File: config.mk
export PLATFORM = sky130hd
export DESIGN_NAME = vga_timing_gen_flat
export DESIGN_NICKNAME = d
export VERILOG_FILES = /design/src/rtl/vga_pkg.sv /design/src/rtl/vga_timing_gen_if.sv /design/src/rtl/vga_axis_counter.sv /design/src/rtl/vga_timing_gen.sv /design/src/flat_wrapper.sv
export SDC_FILE = /design/constraint.sdc
export NUM_CORES = 1
export LEC_CHECK = 0
export ABC_AREA = 1
export BUFFER_PORTS_ARGS = -buffer_cell sky130_fd_sc_hd__buf_2
export CAP_MARGIN = 20
export CORE_MARGIN = 2
export CORE_UTILIZATION = 40
export DETAILED_ROUTE_END_ITERATION = 7
export PLACE_DENSITY = 0.67
export SETUP_SLACK_MARGIN = 0.05
export SYNTH_ARGS = -nofsm -noshare
export SYNTH_HDL_FRONTEND = slang
export SYNTH_SLANG_ARGS = --single-unit
File: constraint.sdc
create_clock -name clk -period 1.45 [get_ports clk]
set_input_delay 0.145 -clock clk [delete_from_list [all_inputs] [get_ports clk]]
set_output_delay 0.145 -clock clk [all_outputs]
set_load 0.01 [all_outputs]
File: src/rtl/vga_pkg.sv
// ---------------------------------------------------------------------------
// vga_pkg
// Shared definitions for the VGA raster timing generator:
//   vga_timing_t  - timing of one raster axis (active/fp/sync/bp/polarity)
//   VGA_*         - ready-made axis timings for 640x480@60 and 800x600@60
//   vga_total()   - full period of one axis (active + fp + sync + bp)
// ---------------------------------------------------------------------------
package vga_pkg;

   typedef struct packed {
      int active;
      int fp;
      int sync;
      int bp;
      int pol;
   } vga_timing_t;

   // 640x480@60, negative sync polarities
   localparam vga_timing_t VGA_640X480_H = '{active: 640, fp: 16, sync: 96,  bp: 48, pol: 0};
   localparam vga_timing_t VGA_640X480_V = '{active: 480, fp: 10, sync: 2,   bp: 33, pol: 0};

   // 800x600@60, positive sync polarities
   localparam vga_timing_t VGA_800X600_H = '{active: 800, fp: 40, sync: 128, bp: 88, pol: 1};
   localparam vga_timing_t VGA_800X600_V = '{active: 600, fp: 1,  sync: 4,   bp: 23, pol: 1};

   function automatic int vga_total(vga_timing_t t);
      return t.active + t.fp + t.sync + t.bp;
   endfunction

endpackage

File: src/rtl/vga_timing_gen_if.sv
// ---------------------------------------------------------------------------
// vga_timing_gen_if
// Raster timing bundle between the timing generator and its consumers.
//   pix_en       pixel tick into the generator
//   hsync/vsync  sync pulses (polarity set by the generator parameters)
//   de           visible-area flag
//   x/y          pixel coordinates while de=1, else 0
//   line_start   one-clk strobe at column 0 of every line
//   frame_start  one-clk strobe at position (0,0)
// master: the timing generator; slave: the consumer / tick source.
// ---------------------------------------------------------------------------
interface vga_timing_gen_if #(
   parameter int H_W = 10,
   parameter int V_W = 10
);
   logic           pix_en;
   logic           hsync;
   logic           vsync;
   logic           de;
   logic [H_W-1:0] x;
   logic [V_W-1:0] y;
   logic           line_start;
   logic           frame_start;

   modport master (
      input  pix_en,
      output hsync, vsync, de, x, y, line_start, frame_start
   );

   modport slave (
      output pix_en,
      input  hsync, vsync, de, x, y, line_start, frame_start
   );
endinterface

File: src/rtl/vga_axis_counter.sv
// ---------------------------------------------------------------------------
// vga_axis_counter
// Position counter for one raster axis (horizontal or vertical).
//   clk, rst  clock and synchronous active-high reset
//   step      advance the count by one (wraps after the last position)
//   count     current position, 0 .. total-1
//   wrap      count sits on the last position of the axis
//   sync_act  count lies inside the sync pulse window
//   active    count lies inside the visible region
// ---------------------------------------------------------------------------
module vga_axis_counter
   import vga_pkg::*;
#(
   parameter vga_timing_t T = VGA_640X480_H,
   parameter int          W = $clog2(vga_total(T))
) (
   input  logic         clk,
   input  logic         rst,
   input  logic         step,
   output logic [W-1:0] count,
   output logic         wrap,
   output logic         sync_act,
   output logic         active
);

   localparam logic [W-1:0] LAST      = W'(vga_total(T) - 1);
   localparam logic [W-1:0] ACT_END   = W'(T.active);
   localparam logic [W-1:0] SYNC_BEG  = W'(T.active + T.fp);
   // back porch is at least one position, so the end of sync still fits in W
   localparam logic [W-1:0] SYNC_END  = W'(T.active + T.fp + T.sync);

   logic [W-1:0] cnt;

   always_ff @(posedge clk) begin
      if (rst) begin
         cnt <= '0;
      end else if (step) begin
         cnt <= wrap ? '0 : cnt + W'(1);
      end
   end

   assign count    = cnt;
   assign wrap     = (cnt == LAST);
   assign sync_act = (cnt >= SYNC_BEG) && (cnt < SYNC_END);
   assign active   = (cnt < ACT_END);

endmodule

File: src/rtl/vga_timing_gen.sv
// ---------------------------------------------------------------------------
// vga_timing_gen
// VGA raster timing generator driven by a pixel-enable tick on the system
// clock. Every output is registered and describes the raster position the
// counters held on the tick that produced it, so outputs trail the counters
// by exactly one tick.
//   clk  system clock
//   rst  synchronous active-high reset (priority over pix_en)
//   vif  master side of vga_timing_gen_if: pix_en in; hsync, vsync, de,
//        x, y, line_start, frame_start out
// ---------------------------------------------------------------------------
module vga_timing_gen
   import vga_pkg::*;
#(
   parameter int H_ACTIVE = 640,
   parameter int H_FP     = 16,
   parameter int H_SYNC   = 96,
   parameter int H_BP     = 48,
   parameter int H_POL    = 0,
   parameter int V_ACTIVE = 480,
   parameter int V_FP     = 10,
   parameter int V_SYNC   = 2,
   parameter int V_BP     = 33,
   parameter int V_POL    = 0
) (
   input  logic              clk,
   input  logic              rst,
   vga_timing_gen_if.master  vif
);

   localparam int H_TOTAL = H_ACTIVE + H_FP + H_SYNC + H_BP;
   localparam int V_TOTAL = V_ACTIVE + V_FP + V_SYNC + V_BP;
   localparam int H_W     = $clog2(H_TOTAL);
   localparam int V_W     = $clog2(V_TOTAL);

   localparam vga_timing_t H_T = '{active: H_ACTIVE, fp: H_FP, sync: H_SYNC, bp: H_BP, pol: H_POL};
   localparam vga_timing_t V_T = '{active: V_ACTIVE, fp: V_FP, sync: V_SYNC, bp: V_BP, pol: V_POL};

   localparam logic H_ON = (H_POL != 0);
   localparam logic V_ON = (V_POL != 0);

   if (H_ACTIVE < 1 || H_FP < 1 || H_SYNC < 1 || H_BP < 1 ||
       V_ACTIVE < 1 || V_FP < 1 || V_SYNC < 1 || V_BP < 1) begin : g_bad_timing
      $error("vga_timing_gen: every timing parameter must be at least 1");
   end

   if ((H_POL != 0 && H_POL != 1) || (V_POL != 0 && V_POL != 1)) begin : g_bad_pol
      $error("vga_timing_gen: H_POL and V_POL must be 0 or 1");
   end

   logic [H_W-1:0] hc;
   logic [V_W-1:0] vc;
   logic           h_wrap, h_sync, h_act;
   logic           v_wrap, v_sync, v_act;

   vga_axis_counter #(.T(H_T), .W(H_W)) u_hcnt (
      .clk      (clk),
      .rst      (rst),
      .step     (vif.pix_en),
      .count    (hc),
      .wrap     (h_wrap),
      .sync_act (h_sync),
      .active   (h_act)
   );

   // vertical axis advances only on the tick that wraps the line
   vga_axis_counter #(.T(V_T), .W(V_W)) u_vcnt (
      .clk      (clk),
      .rst      (rst),
      .step     (vif.pix_en & h_wrap),
      .count    (vc),
      .wrap     (v_wrap),
      .sync_act (v_sync),
      .active   (v_act)
   );

   // sol/sof track "counters sit at column 0" / "counters sit at (0,0)",
   // rebuilt from the wrap flags so no separate compare against zero is needed
   logic           sol, sof;
   logic           hsync_p0, vsync_p0, de_p0, line_start_p0, frame_start_p0;
   logic [H_W-1:0] x_p0;
   logic [V_W-1:0] y_p0;

   always_ff @(posedge clk) begin
      if (rst) begin
         sol <= 1'b1;
         sof <= 1'b1;
      end else if (vif.pix_en) begin
         sol <= h_wrap;
         sof <= h_wrap & v_wrap;
      end
   end

   // ---- output register stage: decode of (hc,vc) captured on each tick ----
   always_ff @(posedge clk) begin
      if (rst) begin
         hsync_p0       <= ~H_ON;
         vsync_p0       <= ~V_ON;
         de_p0          <= 1'b0;
         x_p0           <= '0;
         y_p0           <= '0;
         line_start_p0  <= 1'b0;
         frame_start_p0 <= 1'b0;
      end else begin
         // strobes last one clk whether or not the next cycle is a tick
         line_start_p0  <= 1'b0;
         frame_start_p0 <= 1'b0;
         if (vif.pix_en) begin
            hsync_p0       <= h_sync ? H_ON : ~H_ON;
            vsync_p0       <= v_sync ? V_ON : ~V_ON;
            de_p0          <= h_act & v_act;
            x_p0           <= (h_act & v_act) ? hc : '0;
            y_p0           <= (h_act & v_act) ? vc : '0;
            line_start_p0  <= sol;
            frame_start_p0 <= sof;
         end
      end
   end

   assign vif.hsync       = hsync_p0;
   assign vif.vsync       = vsync_p0;
   assign vif.de          = de_p0;
   assign vif.x           = x_p0;
   assign vif.y           = y_p0;
   assign vif.line_start  = line_start_p0;
   assign vif.frame_start = frame_start_p0;

endmodule

File: src/flat_wrapper.sv
// flat-port wrapper written by rule: the top's interface ports become plain ports
module vga_timing_gen_flat import vga_pkg::*;
#(
   parameter int H_ACTIVE = 640,
   parameter int H_FP     = 16,
   parameter int H_SYNC   = 96,
   parameter int H_BP     = 48,
   parameter int H_POL    = 0,
   parameter int V_ACTIVE = 480,
   parameter int V_FP     = 10,
   parameter int V_SYNC   = 2,
   parameter int V_BP     = 33,
   parameter int V_POL    = 0
)
  (clk, rst, vif_pix_en, vif_hsync, vif_vsync, vif_de, vif_x, vif_y, vif_line_start, vif_frame_start);
  vga_timing_gen_if #(.H_W(10), .V_W(10)) vif_i ();
  input  logic clk;
  input  logic rst;
  input wire logic [$bits(vif_i.pix_en)-1:0] vif_pix_en;
  output wire logic [$bits(vif_i.hsync)-1:0] vif_hsync;
  output wire logic [$bits(vif_i.vsync)-1:0] vif_vsync;
  output wire logic [$bits(vif_i.de)-1:0] vif_de;
  output wire logic [$bits(vif_i.x)-1:0] vif_x;
  output wire logic [$bits(vif_i.y)-1:0] vif_y;
  output wire logic [$bits(vif_i.line_start)-1:0] vif_line_start;
  output wire logic [$bits(vif_i.frame_start)-1:0] vif_frame_start;
  assign vif_i.pix_en = vif_pix_en;
  assign vif_hsync = vif_i.hsync;
  assign vif_vsync = vif_i.vsync;
  assign vif_de = vif_i.de;
  assign vif_x = vif_i.x;
  assign vif_y = vif_i.y;
  assign vif_line_start = vif_i.line_start;
  assign vif_frame_start = vif_i.frame_start;
  vga_timing_gen #(.H_ACTIVE(H_ACTIVE), .H_FP(H_FP), .H_SYNC(H_SYNC), .H_BP(H_BP), .H_POL(H_POL), .V_ACTIVE(V_ACTIVE), .V_FP(V_FP), .V_SYNC(V_SYNC), .V_BP(V_BP), .V_POL(V_POL)) u_core (.clk(clk), .rst(rst), .vif(vif_i));
endmodule
## Word level (Yosys, flattened, before mapping)

Index checks and enable logic that the tools add are counted.

- Output and inout bits: 25
- Register bits: 47

- Mux-type cells: 6
- Equal/unequal tests: 2
- Bitwise operators: 4
- Reduce and logical (&&, ||, !) cells: 3
- Add/sub/neg operators: 2
- Magnitude comparators: 6

Operator list:

| kind | number |
|---|---|
| 2-to-1 mux 10 bit | 4 |
| adder 10 x 1 -> 10 bit (second input constant) | 2 |
| equality test 10 bit (second input constant) | 2 |
| less-than comparator 10 bit (second input constant) | 2 |
| less-than comparator 10 x 9 -> 1 bit (second input constant) | 2 |
| >= comparator 10 bit (second input constant) | 1 |
| >= comparator 10 x 9 -> 1 bit (second input constant) | 1 |
| AND 1 bit | 3 |
| logical AND 1 bit | 2 |
| 2-to-1 mux 1 bit | 2 |
| OR reduction 2 bit | 1 |
| inverter 1 bit | 1 |

## Longest topological paths before layout

- Depth in word-level cells: 3
- Mapped depth: 9

## By module

From an unflattened synthesis, not the netlist that was laid out.

- Cell total of the unflattened synthesis: 293
- Area total of the unflattened synthesis: 2334.7 sq um

By module, submodules not included:

| module | area each (sq um) | seq. area each (sq um) | times used | cells each |
|---|---|---|---|---|
| vga_timing_gen | 1127.3 | 540.5 | 1 | 117 |
| vga_axis_counter (u_core.u_vcnt) | 626.9 | 200.2 | 1 | 90 |
| vga_axis_counter (u_core.u_hcnt) | 580.6 | 200.2 | 1 | 86 |

## Worst setup path before layout

No wires, ideal clock.

- Kind: reg-to-reg
- Start: register u_core.u_hcnt.cnt[0], in the netlist u_core.u_hcnt.count[0]
- End: register u_core.u_vcnt.cnt[8], in the netlist u_core.u_vcnt.count[8]
- Period minus slack after synthesis: 1.268 ns
- Path slack: 0.182 ns
- Arrival: 1.154 ns
- Cell stages (with the launch flop): 9
- Library setup time: 0.114 ns
- Cells stage by stage: dfxtp_1 ha_1 nand2_1 inv_2 nand3_2 nor2_4 nand2_1 nor2_1 nor2_2

- Longest elaborated chain between the ends: 2

RTL lines:

| item | RTL line | text |
|---|---|---|
| from (decl) | vga_axis_counter.sv:32 | `logic [W-1:0] cnt;` |
| from (signal assigned) | vga_axis_counter.sv:38 | `cnt <= wrap ? '0 : cnt + W'(1);` |
| equality test 10 bit | vga_axis_counter.sv:43 | `assign wrap = (cnt == LAST);` |
| AND 1 bit | vga_timing_gen.sv:70 | `.step (vif.pix_en & h_wrap),` |
| to (signal assigned) | vga_axis_counter.sv:38 |  |
| to (decl) | vga_axis_counter.sv:32 |  |

Every way passes these cells.
A chain may end at the register's enable or synchronous reset.

## Worst setup path in the final report

- Start: register u_core.u_hcnt.cnt[0], in the netlist u_core.u_hcnt.count[0]
- End: register u_core.u_hcnt.cnt[1], in the netlist u_core.u_hcnt.count[1]

- Longest elaborated chain between the ends: 2
- Elaborated cells between the ends (all ways): 3
- Those cells by class: 1 x add/sub; 1 x eq/ne; 1 x mux

RTL lines:

| item | RTL line |
|---|---|
| adder 10 x 1 -> 10 bit or equality test 10 bit (tied branches) | vga_axis_counter.sv:38, vga_axis_counter.sv:43 |
| 2-to-1 mux 10 bit * | vga_axis_counter.sv:38 |

Mark *: on every way between the ends. The rest lies on a longest branch, timed or not.

==> impl_metrics.json <==
{
  "leakage_nw": 1.22,
  "cts_inserted_buffers": 5,
  "finalSetupTns_ns": 0,
  "layout.cells.most_common": "nand2_1",
  "clock_skew_ns": 0.0109,
  "grtUsageMet1_pct": 23.7,
  "detail-route-antenna-nets": 0,
  "hold_class": "primary input to flop",
  "fmax_mhz": 768,
  "multi_input_area_mm2": 0.00102,
  "synth_top_area_share_pct": 44.9,
  "holdWs_ns": 0.166,
  "die-height_um": 76.4,
  "cp_cell_sequence": "ha_4 -> nand2_2 -> inv_4 -> nand3_4 -> nor2_4 -> buf_4 -> buf_4 -> nor2_1",
  "drt_wl_total_um": 4900,
  "grt_pass1_vias": 1673,
  "seqCellArea_um2": 947,
  "period_share_pct": 89.8,
  "maxCapViolations": 0,
  "path_depth": 8,
  "critical_path_class": "flop to flop",
  "place_inst": 386,
  "cp_num_buf_inv": 3,
  "crit_family": "simple AND/OR/NAND/NOR gates",
  "hold_viol_final": 0,
  "crit_path_top_delay_cell": "dfxtp_2",
  "route.vias.total": 1881,
  "period_minus_slack_ns": 1.30,
  "rows": 26,
  "drc": 0,
  "max_slew_margin_pct": 78.4,
  "synth_nets": 291,
  "critPathLaunchType": "flop",
  "tritoncts": "done",
  "synth_warnings": 0,
  "stdcell_count": 399,
  "final_layout_size_suffix_gt1_share_pct": 26.7,
  "ys_seq_area_share_pct": 44.9,
  "synthTopCellsByArea": "dfxtp_1 45%, nand2_1 13%, nor2_1 7.7%",
  "area_growth_pct": 23.6,
  "worstPathMaxFanout": 5,
  "p_total_mw": 2.60,
  "met2_usage_pct": 25.4,
  "first_pass_iters": 4,
  "final-max-slew-violation-count": 0,
  "max_slew.worst_pin.slew_ns": 0.324,
  "drt_iter0_drc": 175,
  "insertedDiodeCount": 0,
  "whs_path_depth": 2,
  "ys_ff_latch": 47,
  "clock-root-buffer": "clkbuf_8",
  "outcome": "finished clean",
  "clk_pin_slew_ns": 0.08,
  "start_util_pct": 41.3,
  "powerDensity_mw_per_mm2": 1000,
  "worst_path_most_repeated_cell": "buf_4",
  "fin_nets": 336,
  "synth_top_area_cell": "dfxtp_1",
  "track_usage_pct": 17.1,
  "top_usage_layer": "met2",
  "crit_arrival_ns": 1.50,
  "endpoint_kind": "flop",
  "dp_hpwl_um": 3530,
  "use_met3_pct": 4.86,
  "via_per_inst": 4.71,
  "clk-insertion-delay-late_ns": 0.31,
  "antenna_found_initial": 0,
  "slowest_delay_ns": 0.36,
  "die_area_mm2": 0.00583,
  "clkSinkCount": 47,
  "synth_cell_types": 27,
  "rsz0062_at_grt": "no",
  "core-area_mm2": 0.00507,
  "final_cell_mix": "69 x nand2_1, 42 x dfxtp_1, 41 x nor2_1",
  "die_x_um": 76.4,
  "io_pins": 28,
  "gp_congestion": 0.934,
  "synth_area_mm2": 0.00210,
  "io_buffers": 27,
  "grt_max_degree": 15,
  "ff2ff_path_depth": 8,
  "routedWlPerCell_um": 12.3,
  "syn_inst": 283,
  "gr-total-overflow": 0,
  "avgSynthCellArea_um2": 7.41,
  "worstPathRequired_ns": 1.65,
  "clockBufferDepth": 2,
  "peakVddDrop_mv": 0.449,
  "htreeDepth": 2,
  "setup_viol": 0,
  "grt_pass1_wl_um": 7940,
  "nFillCells": 490
}
==> stage by stage <==
step	instance area [um^2]	setup slack, ns	utilization [%]
floorplan	2100	0.182	-
global placement	2380	0.129	46.8
detailed placement	2380	0.0953	46.8
CTS	2510	0.0786	49.5
global route	2590	0.0523	51.0
finish	2590	0.148	51.0
==> kinds of logic after synthesis <==
| logic type | synth area share, % |
|---|---|
| adder cells (fa/ha/maj) | 2.99 |
| AO/OA/AOI/OAI | 8.42 |
| buffers and inverters | 8.54 |
| flip-flops | 44.9 |
| XOR/XNOR | 1.25 |
| AND/OR/NAND/NOR | 33.9 |
==> registers in the layout, summed over array words and instances, names as in the netlist <==
signal	cells
u_core.vif.hsync	1
u_core.vif.line_start	1
u_core.sol	1
u_core.vif.y	10
u_core.vif.de	1
u_core.vif.x	10
u_core.vif.frame_start	1
u_core.u_hcnt.count	10
u_core.sof	1
u_core.u_vcnt.count	10
u_core.vif.vsync	1
==> routing by layer <==
metal	up-vias	part of all wire, %
li1	975	-
met1	823	46
met2	76	45
met3	7	7.5
met4	0	1.4
met5	-	0
==> final cells by class <==
cell class                      instances  share of cell area (%)
Clock buffer                            6                    2.80
Clock inverter                          2                    2.32
Inverter                               40                    5.89
Multi-Input combinational cell        193                    39.3
Sequential cell                        47                    36.6
Tap cell                               70                    3.38
Timing Repair Buffer                   41                    9.76
==> where the power goes <==
group | internal, mW | total, mW | switching (mW)
sequential | 1.31 | 1.32 | 0.0109
combinational | 0.0489 | 0.137 | 0.0877
clock | 0.689 | 1.14 | 0.454
==> worst paths after layout <==
path                                from                endpoint  slack (ns)
setup / recovery  u_core.u_hcnt.count[0]  u_core.u_hcnt.count[1]        0.15
hold / removal                vif_pix_en         u_core.vif.y[9]        0.17
setup reg to reg  u_core.u_hcnt.count[0]  u_core.u_hcnt.count[1]        0.15
hold reg to reg               u_core.sol   u_core.vif.line_start        0.44
==> synthesized netlist by cell type (all sizes together) <==
cell,instances
nor3b,1
o22ai,1
inv,40
xor2,3
nand2,76
ha,5
dfxtp,47
nor4,3
nor2,50
nand3,19
buf,4
o21ai,17
nand4,4
nor3,3
a31oi,1
a21oi,9
==> repair_timing <==
action | in CTS | in global routing
setup endpoints to repair | 0 | 15
hold buffers | 0 | 0
resized for setup | 0 | 15
buffers inserted | 0 | 4
Note: power is estimated with default switching activity, not from simulation.
